[src/rtl/uart_frame_decoder.sv]
// UART line decoder: oversampled start/data/parity/stop recovery with a valid/ready
// output register carrying parity, framing and break status per character.
module uart_frame_decoder #(
    parameter int unsigned SYNC_STAGES = 2,
    parameter int unsigned OVERSAMPLE  = 16
) (
    input  logic       PCLK,
    input  logic       PRESET,
    input  logic       baud_i,
    input  logic       sin,
    input  logic       enable,
    input  logic [5:0] lcr,
    input  logic       rx_ready,
    output logic       rx_valid,
    output logic [7:0] rx_data,
    output logic       parity_err,
    output logic       framing_err,
    output logic       break_det,
    output logic       overrun
);

    localparam int unsigned TW = $clog2(OVERSAMPLE);
    localparam logic [TW-1:0] HALF_TICK = TW'(OVERSAMPLE / 2 - 1);
    localparam logic [TW-1:0] LAST_TICK = TW'(OVERSAMPLE - 1);

    typedef enum logic [2:0] {
        StIdle,
        StStart,
        StData,
        StParity,
        StStop,
        StBrkWait
    } state_e;

    logic [SYNC_STAGES-1:0] sync_q;
    logic                   s;
    state_e                 state_q;
    logic [TW-1:0]          tick_q;
    logic [2:0]             bit_q;
    logic [7:0]             shift_q;
    logic                   par_err_q;
    logic                   par_zero_q;

    logic last_bit;
    logic exp_par;
    logic done;
    logic done_brk;
    logic unused_lcr;

    assign unused_lcr = lcr[2];

    always_ff @(posedge PCLK or posedge PRESET) begin
        if (PRESET) begin
            sync_q <= '1;
        end else begin
            sync_q <= {sync_q[SYNC_STAGES-2:0], sin};
        end
    end

    always_comb begin
        s        = sync_q[SYNC_STAGES-1];
        last_bit = (bit_q >= (3'd4 + {1'b0, lcr[1:0]}));
        exp_par  = lcr[5] ? ~lcr[4] : (^shift_q ^ ~lcr[4]);
        done     = enable && baud_i && (state_q == StStop) && (tick_q == LAST_TICK);
        // Break: every sampled bit of the frame, stop bit included, was low.
        done_brk = done && !s && (shift_q == 8'h00) && par_zero_q;
    end

    always_ff @(posedge PCLK or posedge PRESET) begin
        if (PRESET) begin
            state_q    <= StIdle;
            tick_q     <= '0;
            bit_q      <= '0;
            shift_q    <= '0;
            par_err_q  <= 1'b0;
            par_zero_q <= 1'b1;
        end else if (!enable) begin
            state_q <= StIdle;
            tick_q  <= '0;
            bit_q   <= '0;
        end else if (baud_i) begin
            case (state_q)
                StIdle: begin
                    if (!s) begin
                        state_q <= StStart;
                        tick_q  <= '0;
                    end
                end
                StStart: begin
                    if (tick_q == HALF_TICK) begin
                        if (s) begin
                            state_q <= StIdle;
                        end else begin
                            state_q    <= StData;
                            tick_q     <= '0;
                            bit_q      <= '0;
                            shift_q    <= '0;
                            par_err_q  <= 1'b0;
                            par_zero_q <= 1'b1;
                        end
                    end else begin
                        tick_q <= tick_q + TW'(1);
                    end
                end
                StData: begin
                    tick_q <= tick_q + TW'(1);
                    if (tick_q == LAST_TICK) begin
                        shift_q[bit_q] <= s;
                        bit_q          <= bit_q + 3'd1;
                        // >= rather than == so a mid-frame lcr shrink cannot strand us here
                        if (last_bit) begin
                            state_q <= lcr[3] ? StParity : StStop;
                        end
                    end
                end
                StParity: begin
                    tick_q <= tick_q + TW'(1);
                    if (tick_q == LAST_TICK) begin
                        par_err_q <= (s != exp_par);
                        if (s) begin
                            par_zero_q <= 1'b0;
                        end
                        state_q <= StStop;
                    end
                end
                StStop: begin
                    tick_q <= tick_q + TW'(1);
                    if (tick_q == LAST_TICK) begin
                        state_q <= done_brk ? StBrkWait : StIdle;
                    end
                end
                StBrkWait: begin
                    if (s) begin
                        state_q <= StIdle;
                    end
                end
                default: state_q <= StIdle;
            endcase
        end
    end

    always_ff @(posedge PCLK or posedge PRESET) begin
        if (PRESET) begin
            rx_valid    <= 1'b0;
            rx_data     <= '0;
            parity_err  <= 1'b0;
            framing_err <= 1'b0;
            break_det   <= 1'b0;
            overrun     <= 1'b0;
        end else begin
            overrun <= 1'b0;
            if (done) begin
                if (!rx_valid || rx_ready) begin
                    rx_valid    <= 1'b1;
                    rx_data     <= shift_q;
                    parity_err  <= par_err_q;
                    framing_err <= !s;
                    break_det   <= done_brk;
                end else begin
                    overrun <= 1'b1;
                end
            end else if (rx_valid && rx_ready) begin
                rx_valid <= 1'b0;
            end
        end
    end

endmodule

[config.mk]
export PLATFORM = sky130hd
export DESIGN_NAME = uart_frame_decoder
export DESIGN_NICKNAME = d
export VERILOG_FILES = /design/src/rtl/uart_frame_decoder.sv
export SDC_FILE = /design/constraint.sdc
export NUM_CORES = 1
export LEC_CHECK = 0
export CAP_MARGIN = 5
export CORE_ASPECT_RATIO = 0.5
export CORE_MARGIN = 1.5
export CORE_UTILIZATION = 35
export DETAILED_ROUTE_END_ITERATION = 10
export GPL_ROUTABILITY_DRIVEN = 0
export SYNTH_ARGS = -nofsm -noshare
export SYNTH_HDL_FRONTEND = slang
export SYNTH_SLANG_ARGS = --single-unit
[constraint.sdc]
create_clock -name PCLK -period 1.8 [get_ports PCLK]
set_input_delay 0.18 -clock PCLK [delete_from_list [all_inputs] [get_ports PCLK]]
set_output_delay 0.18 -clock PCLK [all_outputs]
set_load 0.02 [all_outputs]
==> flow_metrics.py, run 1 <==
metrics = {
    "cells_and_area": {
        "layout_commonest_cell": "o21ai_0",
        "antenna_cells": 0,
        "instances_no_fill": 334,
        "final_cell_mix": "o21ai_0, dfrtp_1, nand2_1",
        "synthToLayoutAreaGrowth_pct": 30.6,
        "nets": 280,
        "post-route-util_pct": 47.9,
        "layout-drive-gt1-share_pct": 18.0,
    },
    "floorplanning": {
        "start_util_pct": 36.7,
        "row_count": 19,
        "ioPinCount": 25,
        "die_h_um": 56.9,
        "dieArea_sq_um": 6300,
        "core_sq_um": 5540,
        "die_w_um": 111,
    },
    "timing": {
        "final_hold_viol_count": 0,
        "min_period_ns": 1.72,
        "fin_worst_skew_ns": 0.00579,
        "worst_hold_slack_ns": 0.302,
        "rsz0062_at_grt": "no",
        "relSlewSlack_pct": 69.1,
        "tightest_slew_ns": 0.463,
        "maxClockFrequency_mhz": 582,
        "timing.final.max_slew_violations": 0,
        "setup_viol": 0,
        "fin_crit_sh_pct": 95.4,
    },
    "grt": {
        "grt_pass1_vias": 1667,
        "grt_first_pass_wirelength_mm": 7.83,
        "antenna_found_initial": 0,
        "grtUsageTotal_pct": 15.7,
        "overflow": 0,
        "grt_max_degree": 36,
    },
    "drt": {
        "drc_errors": 0,
        "detailroute.via_count": 1719,
        "ant_nets": 0,
        "drtPass1Iterations": 4,
        "vias_per_cell": 5.15,
        "wirelength_mm": 4.59,
        "drt_iter0_drc": 95,
        "wl_per_cell_um": 13.7,
    },
    "clock_network": {
        "clk_pin_slew_ns": 0.06,
        "cts_tree": "done",
        "cts-root-buf": "clkbuf_16",
        "clkLatencyLatePin_ns": 0.28,
        "hold_buffers": 0,
        "clock_path_buffers": 2,
        "postCtsSetupRepairBufs": 0,
        "numCtsBuffers": 5,
        "ctsResizeCount": 0,
        "cts_max_level": 2,
        "cts_sinks": 35,
    },
    "setup_path": {
        "required_ns": 2.02,
        "start_kind": "register",
        "cp_max_fo": 2,
        "worst-setup-path-type": "register to register",
        "end_kind": "register",
        "crit_arrival_ns": 1.93,
    },
    "yosys": {
        "async_flop_share_pct": 100,
        "yosysSeqAreaShare_pct": 43.3,
        "synth_edf_count": 0,
        "synth_cell_types": 49,
        "synth_area_sq_um": 2030,
        "synth_nets": 240,
        "synth_top_area_share_pct": 39.4,
        "ys.flop_type": "dfrtp_1",
        "synth_warnings": 0,
        "ys_ff_latch": 35,
        "postSynthAreaPerCell_sq_um": 9.23,
        "synthTopCellsByArea": "dfrtp_1, o21ai_0, ha_1",
        "syn_inst": 220,
        "yosysTopAreaCell": "dfrtp_1",
    },
    "power": {
        "vdd.ir_drop.worst_uv": 366,
        "power_leakage_nw": 1.12,
        "power.density_nw_per_um2": 700,
    },
    "place": {
        "dp_hpwl_mm": 3.29,
        "port_buffers": 23,
        "dp_cells": 326,
    },
    "job": {
        "maxCapViolations": 0,
    },
    "min_path": {
        "min_path_type": "primary input to register",
    },
    "run_status": {
        "outcome": "finished, final reports clean",
    },
}
cells in the mapped netlist, types with 2 or more instances:
master	count
nor2b_1	3
nand4_1	4
dfstp_2	3
nor2_1	7
a21boi_0	4
nand3_1	7
o211ai_1	3
nand4b_1	2
mux2i_1	3
and4b_1	2
o211a_1	2
and3_1	2
inv_1	17
or3_4	2
o21ai_0	33
nor3b_1	3
and3b_1	2
o21a_1	2
nand3b_1	2
a31oi_1	6
ha_1	8
xnor2_1	3
o31ai_1	4
nand2b_1	3
dfrtp_1	32
buf_2	2
nand2_1	26
clkbuf_1	9
a21oi_1	4
cells by family after synthesis:
logic type               share of synthesized area, %
AO/OA/AOI/OAI                                    20.8
AND/OR/NAND/NOR                                  21.4
adder cells (fa/ha/maj)                          4.93
multiplexers                                     2.03
flip-flops                                       43.3
buffers and inverters                            5.85
XOR/XNOR                                         1.73
layout make-up:
class | instances | area, sq um
Timing Repair Buffer | 45 | 395
Fill cell | 522 | 2890
Sequential cell | 35 | 880
Clock inverter | 2 | 12.5
Clock buffer | 6 | 129
Tap cell | 73 | 91.3
Multi-Input combinational cell | 156 | 1080
Inverter | 17 | 63.8
path summary, 6_finish.rpt:
kind / from / to / slack (ns) / cells after the start
max: shift_q[4] / par_err_q / 0.08 / 6
min: sin / sync_q[0] / 0.30 / 1
max reg2reg: shift_q[4] / par_err_q / 0.08 / 6
min reg2reg: sync_q[0] / sync_q[1] / 0.36 / 0
max in group asynchronous: PRESET / sync_q[0] / 1.14 / 3
min in group asynchronous: PRESET / rx_data[7] / 0.31 / 3
routing by layer:
layer / routed length (um) / track usage (%)
met1: 2340 / 21.5
met2: 2070 / 25.1
met3: 126 / 3.24
met4: 55 / 5.13
met5: 0 / 0
flip-flops by register name, summed over array words and instances, names as in the netlist:
| register | flops |
|---|---|
| bit_q | 3 |
| break_det | 1 |
| framing_err | 1 |
| overrun | 1 |
| par_err_q | 1 |
| par_zero_q | 1 |
| parity_err | 1 |
| rx_data | 8 |
| rx_valid | 1 |
| shift_q | 8 |
| state_q | 3 |
| sync_q | 2 |
| tick_q | 4 |
where the power goes:
part           leakage [nW]  internal, mW  switching (mW)
Combinational         0.577        0.0873          0.0978
Sequential            0.478         0.799          0.0170
Clock                0.0669         0.511           0.342
worst max-delay path: stages, from the launching register on:
cell and delay (ns):
dfrtp_1 0.35, inv_1 0.06, ha_1 0.33, xnor2_2 0.23, xnor2_2 0.12, or4_1 0.47, nand3_1 0.09
through the flow:
stage               cell area, sq um  worst slack, ns  TNS (ns)  power (mW)
finish                          2650           0.0830         0        1.85
global route                    2650          0.00908         0        1.92
CTS                             2600           0.0168         0        1.86
detailed placement              2460          -0.0361    -0.151        1.01
global placement                2460          -0.0380   -0.0924        1.01
floorplan                       2030            0.112         0       0.940
Note: power is estimated with default switching activity, not from simulation.
==> run 2: changes to the inputs <==
--- a/config.mk
+++ b/config.mk
@@ -5,7 +5,7 @@
 export SDC_FILE = /design/constraint.sdc
 export NUM_CORES = 1
 export LEC_CHECK = 0
-export CAP_MARGIN = 5
+export CAP_MARGIN = 0
 export CORE_ASPECT_RATIO = 0.5
 export CORE_MARGIN = 1.5
 export CORE_UTILIZATION = 35
==> results of run 2 <==
The final DEF is identical to that of run 1; final timing and power are the same.
